==> config.mk <==
export PLATFORM = sky130hd
export DESIGN_NAME = thirty_two_bits_full_adder
export DESIGN_NICKNAME = d
export VERILOG_FILES = /design/src/rtl/mips_pkg.sv /design/src/rtl/full_adder_1bit.sv /design/src/rtl/thirty_two_bits_full_adder.sv
export SDC_FILE = /design/constraint.sdc
export NUM_CORES = 1
export LEC_CHECK = 0
export CAP_MARGIN = 20
export CORE_MARGIN = 2
export CORE_UTILIZATION = 40
export CTS_BUF_LIST = sky130_fd_sc_hd__clkbuf_4
export CTS_CLUSTER_DIAMETER = 200
export DETAILED_ROUTE_END_ITERATION = 12
export PLACE_DENSITY = 0.8
export REMOVE_ABC_BUFFERS = 1
export SYNTH_ARGS = -nofsm -noshare
export SYNTH_HDL_FRONTEND = slang
export SYNTH_SLANG_ARGS = --single-unit
==> constraint.sdc <==
create_clock -name clk -period 1.4 [get_ports clk]
set_input_delay 0.28 -clock clk [delete_from_list [all_inputs] [get_ports clk]]
set_output_delay 0.28 -clock clk [all_outputs]
set_load 0.1 [all_outputs]
==> src/rtl/mips_pkg.sv <==
// Shared word-size definitions for the MIPS integer datapath.
package mips_pkg;

   localparam int WORD_W = 32;

   typedef logic [WORD_W-1:0] word_t;

endpackage

==> src/rtl/full_adder_1bit.sv <==
// One-bit full-adder cell; chained to form the ripple-carry word adder.
module full_adder_1bit (
   input  logic a,
   input  logic b,
   input  logic cin,
   output logic s,
   output logic cout
);

   logic half;

   // Propagate term is shared by the sum bit and the carry-propagate path.
   always_comb begin
      half = a ^ b;
      s    = half ^ cin;
      cout = (a & b) | (cin & half);
   end

endmodule

==> src/rtl/thirty_two_bits_full_adder.sv <==
// Registered 32-bit ripple-carry adder with carry-in, carry-out and signed
// overflow. The combinational core is a chain of 1-bit cells; one register
// stage captures the result together with a valid strobe.
module thirty_two_bits_full_adder
   import mips_pkg::*;
(
   input  logic  clk,
   input  logic  rst_n,
   input  logic  in_valid,
   input  word_t a,
   input  word_t b,
   input  logic  c0,
   output logic  out_valid,
   output word_t s,
   output logic  cout,
   output logic  ovf
);

   // carry[i] is the carry into bit i; carry[WORD_W] is the carry out.
   logic [WORD_W:0] carry;
   word_t           s_c;
   logic            cout_c;
   logic            ovf_c;

   assign carry[0] = c0;

   for (genvar i = 0; i < WORD_W; i++) begin : g_bit
      full_adder_1bit u_fa (
         .a    (a[i]),
         .b    (b[i]),
         .cin  (carry[i]),
         .s    (s_c[i]),
         .cout (carry[i+1])
      );
   end

   // Signed overflow occurs when the carry into the sign bit differs from
   // the carry out of it.
   assign cout_c = carry[WORD_W];
   assign ovf_c  = carry[WORD_W-1] ^ carry[WORD_W];

   // Output stage: capture on valid, hold data otherwise; reset clears all.
   always_ff @(posedge clk or negedge rst_n) begin
      if (!rst_n) begin
         out_valid <= 1'b0;
         s         <= '0;
         cout      <= 1'b0;
         ovf       <= 1'b0;
      end else begin
         out_valid <= in_valid;
         if (in_valid) begin
            s    <= s_c;
            cout <= cout_c;
            ovf  <= ovf_c;
         end
      end
   end

endmodule

==> key figures <==
GRT
  – Largest net degree at the start of global routing: 22
  – GRT overflow: 0
  – Initial antenna violation count: 0
  – First-pass GRT wire length: 7.96 mm
  – Vias in the first global route: 1581
  – Total GRT Usage: 17.7%

Status
  – Outcome: complete, but fails checks
  – Violated checks: setup timing

Finish
  – Nets: 328
  – Fill cell total of the finished layout: 331
  – Fin area: 3720 µm²
  – Multi-input gate area: between 1000 and 1500 µm²
  – Fraction of layout cells with a size suffix above 1: 52.4%
  – ANT cells: 0
  – Area Overhead vs Synth: 78.1%
  – Register Area: 876 µm²

Timing
  – Worst slew pin tran: between 400 and 500 ps
  – Max transition margin: between 70% and 80%
  – Worst Setup Slack, final: -10130 ps
  – Tcrit/Tclk final: 824%
  – Final hold slack: 314 ps
  – Final hold viol count: 0
  – Clock Skew: 0 ps
  – Slew Limit Fails: 0
  – Min Tclk post-route: 11530 ps
  – Max Clock Freq: 0.0867 GHz
  – Unrepaired setup endpoints after global routing: true
  – Setup Viol. Count Final: 32

Synthesis
  – Yosys reg bits: 35
  – EDFF count, synth: 0
  – Area leader, netlist: dfrtp_1
  – Main area contributors after synthesis: dfrtp_1 42%, fa_1 31%, mux2_4 18%
  – Synth Flop Type: dfrtp_1
  – Seq/Total Area, Yosys: 41.9%
  – Synth top cells by count: 35 x dfrtp_1, 32 x fa_1, 25 x mux2_4
  – Most common cell in the netlist: dfrtp_1
  – Synth Instances: 116
  – Syn Area/Cell: 18.0 µm²
  – Mapped Area: 2090 µm²
  – Synth cell types: 11
  – Asr flop ratio synth: 100%
  – Synth top area share: 41.9%
  – Yosys warnings: 0

Clock network
  – Deepest clock path buffer count: 2
  – TritonCTS Sinks: 35
  – CTS root buffer: clkbuf_4
  – H-tree depth: 2
  – CTS tree: yes
  – CTS Buf Count: 5
  – Clk_lat worst skew: around 320 ps
  – Clk slew on worst S/H paths: 100 ps

Setup path
  – Largest stage delay, worst path: 380 ps
  – Crit path max-delay family: adder cells
  – R2r endpoint: s[9]
  – Levels on crit path: 38
  – Startpoint types: input pin
  – WP buf/inv: 4
  – Worst R2R Path Depth: 1
  – Worst Path Required: 1620 ps
  – Most used cell along the critical path: fa_2
  – Crit path from: a[0]
  – Crit Reg-Reg Startpoint: s[9]
  – Worst path slowest cell: fa_2
  – Flop2flop setup slack: 570 ps
  – Setup crit end kind: flip-flop
  – CP Data Arrival Time: 11750 ps
  – Crit path kind: in2reg
  – Worst setup path end: ovf
  – Max FO, Critical Path: 2

Power
  – Int Power: 0.00300 W
  – Leak: 1.60 nW
  – P per Cell Area: about 1600 nW/µm²
  – Sequential power share: 26.1%
  – Gate power share: 64.8%
  – Sw Pwr: 0.00281 W
  – Part of the power in the clock network: 9.1%
  – IR drop worst, VDD: approximately 1.0 mV
  – Switch share: roughly half

Route
  – Routed Antenna Nets: 0
  – Vias: ~1400
  – WL/cell: 15.5 µm
  – Drt total wl: 4.62 mm
  – Drt pass-1 iters: 4
  – Detailed Route Iter0 Violations: 18
  – # DRC: 0
  – Via density: 4.56

Placement
  – Placer Congestion: about 0.75
  – DP HPWL: 3.80 mm
  – Count of input and output buffers: 102
  – Placed Area: around 3500 µm²

Floorplanning
  – Initial Utilization: 41.1%
  – Core area: 5070 µm²
  – Die Width: 76.3 µm
  – Die Ht: 76.3 µm
  – Ports: just over 100
  – Die area: 5810 µm²
  – Site row count: 26

Job
  – Max-Cap Viols: 0

Worst hold path
  – Worst hold path class: in2reg
[area by class of cell]
type,instances,share of cell area [%]
clock inverters,2,0.202
repair buffers,109,38.9
clock buffers,6,1.21
inverters,8,0.808
multi-input cells,69,33.0
flip-flops and latches,35,23.6
well taps,70,2.36
[power by group through the flow]
| stage | registers (W) | logic (W) | clock network, W |
|---|---|---|---|
| after floorplan | 0.00315 | 0.000492 | 0 |
| after global placement | 0.00153 | 0.00367 | 0 |
| after detailed placement | 0.00153 | 0.00371 | 0 |
| after CTS | 0.00152 | 0.00377 | 0.000560 |
| after global routing | 0.00155 | 0.00390 | 0.000598 |
| final | 0.00152 | 0.00376 | 0.000529 |
[what timing repair did]
item	4_1_cts	5_1_grt
setup endpoints to repair	33	32
buffers inserted	1	1
pin swaps	3	1
hold buffers	1	0
hold endpoints to repair	16	0
gates resized for setup	53	4
[cell usage in the layout (no fill, tap or decap), drive strengths merged]
| cell type | n |
|---|---|
| fa | 32 |
| dlygate4sd2 | 1 |
| buf | 46 |
| clkbuf | 6 |
| clkinv | 2 |
| a21oi | 2 |
| dfrtp | 35 |
| inv | 8 |
| dlymetal6s2s | 1 |
| mux2 | 31 |
| nor2 | 2 |
| clkdlybuf4s50 | 60 |
| xnor2 | 1 |
| dlygate4sd3 | 1 |
| mux2i | 1 |
[how the worst min path moves through the flow]
stage,startpoint,end,depth (start not counted)
after CTS,in_valid,out_valid,2
after floorplan,rst_n,cout,0
final,in_valid,out_valid,2
after detailed placement,rst_n,s[9],1
after global routing,in_valid,out_valid,2
after global placement,rst_n,s[7],1
[per-stage QoR]
stage	power, W	worst slack (ps)	setup TNS [ps]	util (%)	cells
after floorplan	0.00364	-11250	-201380	-	112
after global placement	0.00519	-12100	-222910	69.8	288
after detailed placement	0.00524	-12310	-226040	69.8	288
after CTS	0.00585	-10160	-175630	72.9	298
after global routing	0.00605	-10400	-179690	73.3	299
final	0.00581	-10130	-175760	73.3	299
[cells by family after synthesis]
| family | Yosys count | synth area share [%] |
|---|---|---|
| compound gates | 2 | 0.479 |
| buf+inv | 12 | 4.43 |
| mux | 32 | 21.7 |
| simple gates | 2 | 0.360 |
| flops | 35 | 41.9 |
| fa+ha+maj | 32 | 30.7 |
| xor+xnor | 1 | 0.419 |
[layer usage]
metal	vias up	routed length [µm]	track usage, %
met5	-	0	0
met3	6	457	7.35
met4	0	36	4.91
li1	597	-	-
met2	78	2330	28.6
met1	681	1800	22.0
[flip-flops by register name (all words and copies together) (netlist names)]
signal,cells
cout,1
out_valid,1
ovf,1
s,32
Note: power is estimated with default switching activity, not from simulation.
==> patch 1: new RTL, same flow settings <==
Add an input register stage for `in_valid`, `a`, `b` and `c0`; this delays them by one clock. Comments in the files are not updated.
--- a/src/rtl/thirty_two_bits_full_adder.sv
+++ b/src/rtl/thirty_two_bits_full_adder.sv
@@ -16,18 +16,30 @@
    output logic  ovf
 );
 
+   logic in_valid_q;
+   word_t a_q;
+   word_t b_q;
+   logic c0_q;
+
+   always_ff @(posedge clk) begin
+      in_valid_q <= in_valid;
+      a_q        <= a;
+      b_q        <= b;
+      c0_q       <= c0;
+   end
+
    // carry[i] is the carry into bit i; carry[WORD_W] is the carry out.
    logic [WORD_W:0] carry;
    word_t           s_c;
    logic            cout_c;
    logic            ovf_c;
 
-   assign carry[0] = c0;
+   assign carry[0] = c0_q;
 
    for (genvar i = 0; i < WORD_W; i++) begin : g_bit
       full_adder_1bit u_fa (
-         .a    (a[i]),
-         .b    (b[i]),
+         .a    (a_q[i]),
+         .b    (b_q[i]),
          .cin  (carry[i]),
          .s    (s_c[i]),
          .cout (carry[i+1])
@@ -47,8 +59,8 @@
          cout      <= 1'b0;
          ovf       <= 1'b0;
       end else begin
-         out_valid <= in_valid;
-         if (in_valid) begin
+         out_valid <= in_valid_q;
+         if (in_valid_q) begin
             s    <= s_c;
             cout <= cout_c;
             ovf  <= ovf_c;
Behaviour: not the same (a bounded check fails within 4 cycles, from zero or initial values and one cycle with rst_n low).
==> patch 1 against the original RTL <==
  * Setup slack worse by 360 ps
  * The flow still finishes with violations (setup timing)
  * Synthesized cell count is 57% higher
  * Wire length is 33% higher
  * Final area is 41% higher
  * Non-clock buffer count is 5 higher
  * Die area is 60% higher
  * Total power is 55% higher
  * Maximum frequency is 3.0% lower
  * First-iteration DRC count is 22% higher
  * Sequential cell count is 66 higher
  * Synthesized area is 64% higher
  * Sequential power is 140% higher
==> patch 1: results (changes against the original RTL) <==
** Global routing
- The number of global-route vias before repair is 1982 (+25%).
- Met1 demand-to-capacity share in global routing :: 0.1633 (-0.05666)
- The global-route track usage on met2 came to 0.2546 (-0.03121).
- The met3 usage in global routing came to 0.07060 (-0.002862).

** CTS
- The clock latency on the worst-skew pair is 420 ps (+100 ps).
- Post-cts repair resize count :: 41 (-23%)

** Routing
- Routed met2 length :: 3377 um (+45%)
- Metal3 WL :: 472 um (+3.3%)
- Wire length per cell :: 14.90 um (-3.7%)

** Timing
- The post-layout worst setup margin was -10490 ps (-360.1 ps).
- Final-report setup violation count :: 33 (+3.1%)
- Slew at the pin closest to its max-slew limit :: 425.3 ps (+8.477 ps)

** Pwr
- Share of total power in sequential cells :: 0.398 (+0.137)
- Leakage power :: 2.232 nW (+39%)
- The cell-internal power came to 5.574 mW (+86%).
- The total power came to 9.001 mW (+55%).

** Cells and area
- Proportion of layout cells with a drive suffix above 1 :: 0.4286 (-0.09545)
- Layout non-clock buf frac :: 0.2840 (-0.1050)
- Number of buffers outside the clock class in the layout :: 114 (+4.6%)
- Multi-input gate count :: 68 (-1.4%)
- The area occupied by multi-input gates was 0.001224 mm2 (-0.20%).
- Sequential cell count :: 101 (+190%)
- Clock tree buffer count of the final layout :: 10 (+4)

** Placement
- Sum of net half-perimeters after detailed placement :: 4668 um (+23%)

** Synthesis
- Mux contribution to synthesized area :: 0.1364 (-0.08052)
- Leading cell types by total area after synthesis :: sky130_fd_sc_hd__dfxtp_1, sky130_fd_sc_hd__dfrtp_1, sky130_fd_sc_hd__fa_1
- Among all flip-flop cells after synthesis, the most frequent one is sky130_fd_sc_hd__dfxtp_1.
- The fraction of the mapped netlist area in compound gates was 0.001463 (-0.003331).
- Synth unique cells :: 13 (+2)
- The post-synthesis async set-or-reset flop share is 0.3465 (-0.6535).

** Worst hold path
- Hold path startpoint :: b[28]

** Worst setup path
- STA classifies the critical path startpoint as a register.

** Status
- Run status :: complete, but fails checks
- The checks that failed: setup timing.
-- patch 1: per-stage QoR --
| step | std cells | util | area [um2] |
|---|---|---|---|
| after floorplan | 178 | - | 3356 |
| after global placement | 388 | 0.5936 | 4902 |
| after detailed placement | 388 | 0.5936 | 4902 |
| after CTS | 406 | 0.6271 | 5179 |
| after global routing | 413 | 0.6344 | 5239 |
| final | 413 | 0.6344 | 5239 |
-- patch 1: worst max-delay path, delay by kind of cell (launching register included) --
family     cells  cell delay [ps]
fa+ha+maj     32            10940
flops          1              360
mux            1              250
buf+inv        3              170
xor+xnor       1               70
-- patch 1: final timing paths --
check | end | slack [ps] | depth (start not counted)
max in group asynchronous | s[9] | 630 | 3
hold / removal | b_q[28] | 280 | 1
hold reg to reg | s[31] | 570 | 2
min in group asynchronous | s[31] | 310 | 2
setup / recovery | ovf | -10490 | 37
setup reg to reg | ovf | -10490 | 37
==> patch 2: new RTL, same settings <==
Without the edit above. `WORD_W`: 32 -> 64.
--- a/src/rtl/mips_pkg.sv
+++ b/src/rtl/mips_pkg.sv
@@ -1,7 +1,7 @@
 // Shared word-size definitions for the MIPS integer datapath.
 package mips_pkg;
 
-   localparam int WORD_W = 32;
+   localparam int WORD_W = 64;
 
    typedef logic [WORD_W-1:0] word_t;
 
Interface: changed (resized a, b and s); port bits go from 103 to 199. The function was not compared with the original's and may differ.
==> patch 2 against the original RTL <==
  * The flow still finishes with violations (setup timing)
  * Combinational power is 99% higher
  * Largest cell class unchanged
  * Synthesized area is 87% higher
  * Hold slack worse by 14 ps
  * Total power is 100% higher
  * Setup slack worse by 11000 ps
  * Final area is 94% higher
  * Core utilization is 1.4 points higher
  * First-iteration DRC count is 120% higher
  * Sequential cell count is 32 higher
  * Wire length is 120% higher
  * Non-clock buffer count is 97 higher
==> patch 2: results (changes against the original RTL) <==
** Cells and area
- The count of fill cells added during filler insertion is 614 (+85%).
- Number of flip-flops in the largest register :: 64 (+100%)
- Number of nets in the layout :: 621 (+89%)
- Most flop-heavy register :: s
- Proportion of layout cells with a drive suffix above 1 :: 0.5209 (-0.003087)

** Routing
- Vias :: 2578 (+89%)
- Via density :: 4.579 (+0.52%)
- Detailed-route wire length :: 10280 um (+120%)
- Initial DRC count :: 39 (+21)

** Synthesis
- Leading cell types by total area after synthesis :: sky130_fd_sc_hd__dfrtp_1, sky130_fd_sc_hd__fa_1, sky130_fd_sc_hd__mux2_4
- The number of library cell types mapped by synthesis was 12 (+1).
- The sequential area share after synthesis came to 0.4291 (+0.009662).
- The commonest cells after synthesis are sky130_fd_sc_hd__dfrtp_1, sky130_fd_sc_hd__fa_1, sky130_fd_sc_hd__mux2_2.
- Number of standard cells after synthesis :: 215 (+85%)

** Pwr
- Net switching power :: 5.679 mW (+100%)
- Worst-case vdd ir drop :: 0.0008762 V (-16%)
- Leakage power :: 3.059 nW (+91%)

** Timing
- Final-report setup violation count :: 64 (+100%)
- The slew at the pin closest to its max-slew limit came to 388.3 ps (-28.52 ps).
- Min setup slack post-route :: -21530 ps (-11400 ps)

** CTS
- Clock tree synthesis selected as its root buffer the cell sky130_fd_sc_hd__clkbuf_4.
- Clock buffers created by TritonCTS :: 9 (+4)
- The clock latency on the worst-skew pair was 390 ps (+70 ps).
- Level count of the clock H-tree :: 3 (+1)
- The clock input transition at the sequential cells of the worst setup and hold paths is 120 ps (+20 ps).

** Status
- The flow ran to the end, but the final reports show violations.
- Failing checks :: setup timing

** Global routing
- Wire length of the first global-routing pass :: 16480 um (+110%)
- GRT Util Overall :: 0.2090 (+0.03216)
- The maximum number of pins on one net before global-route repair was 68 (+210%).
- The number of global-route vias before repair is 3171 (+100%).

** Worst setup path
- Tracing the worst setup path back leads to its startpoint at c0.
- The startpoint identified for the worst register-to-register timing path is s[18].
- The maximum fanout along the worst path is 2 (unchanged).
- Worst Path Arrival :: 23220 ps (+11470 ps)

** Placement
- The post-detailed-placement half-perimeter wirelength is 7900 um (+110%).
- The worst setup slack before clock tree synthesis came to -25040 ps (-12730 ps).
- The placed cell count was 544 (+89%).
- Placed Instance Area :: 0.006738 mm2 (+90%)
- The count of input and output buffers came to 198 (+94%).
- The global placer's final weighted congestion is 0.7734 (+2.8%).
-- patch 2: cell count changes after synthesis, sizes merged --
cell	change
mux2	+32
mux2i	+1
a21oi	-1
fa	+32
buf	+3
inv	+1
dfrtp	+32
nor2	-1
-- patch 2: repair_timing --
action                                  in CTS  in global routing
endpoints found under the setup margin      65                 64
gates resized for setup                    111                  3
buffers inserted                             1                  1
hold endpoints to repair                    67                  0
pin swaps                                   17                  7
hold buffers                                 1                  0
-- patch 2: area by class of cell --
cell class              instances  area share
repair buffers                206      0.3806
multi-input cells             132      0.3370
flip-flops and latches         67      0.2330
well taps                     133     0.02313
clock inverters                 6     0.01113
clock buffers                  10     0.01043
inverters                       9    0.004695
-- patch 2: critical path: cells and delay by family --
family                   cells  cell delay, ps
XOR/XNOR                     1              70
multiplexers                 1             260
adder cells (fa/ha/maj)     64           22330
buffers and inverters        4             280
-- patch 2: path summary, 6_finish.rpt --
check	to	slack (ps)	depth (start not counted)
worst max-delay path	ovf	-21530	70
worst min-delay path	out_valid	300	2
worst max register to register	s[18]	570	1
worst min register to register	cout	580	2
max in group asynchronous	s[38]	660	3
min in group asynchronous	s[45]	390	3
-- patch 2: metal layers --
| metal | track usage | vias up | wire length [um] |
|---|---|---|---|
| met3 | 0.06102 | 8 | 857 |
| met4 | 0.05769 | 0 | 126 |
| met5 | 0 | - | 0 |
| met2 | 0.3746 | 124 | 5468 |
| li1 | - | 1122 | - |
| met1 | 0.2461 | 1324 | 3832 |
-- patch 2: cell families (layout without fill, tap and decap cells) --
logic type	Yosys count	in the layout	synth area share
AOI/OAI and AO/OA	1	1	0.001280
xor gates and xnor gates	1	1	0.002242
adders and majority gates	64	64	0.3279
buffers and inverters	16	231	0.02305
DFF	67	67	0.4291
muxes	65	65	0.2155
and+or+nand+nor	1	1	0.0009597
-- patch 2: metrics by stage --
step / TNS (ps) / total power, mW / utilization
after CTS: -723180 / 11.95 / 0.7447
after detailed placement: -863800 / 10.25 / 0.6990
after floorplan: -793870 / 7.039 / -
after global routing: -732390 / 12.34 / 0.7465
final: -717950 / 11.89 / 0.7465
after global placement: -846810 / 10.13 / 0.6990
-- patch 2: power groups by stage --
stage / registers, mW / clock network [mW] / logic [mW]
after floorplan: 6.16 / 0 / 0.875
after global placement: 2.94 / 0 / 7.19
after detailed placement: 2.97 / 0 / 7.27
after CTS: 2.95 / 1.47 / 7.53
after global routing: 3.02 / 1.56 / 7.76
final: 2.95 / 1.43 / 7.50
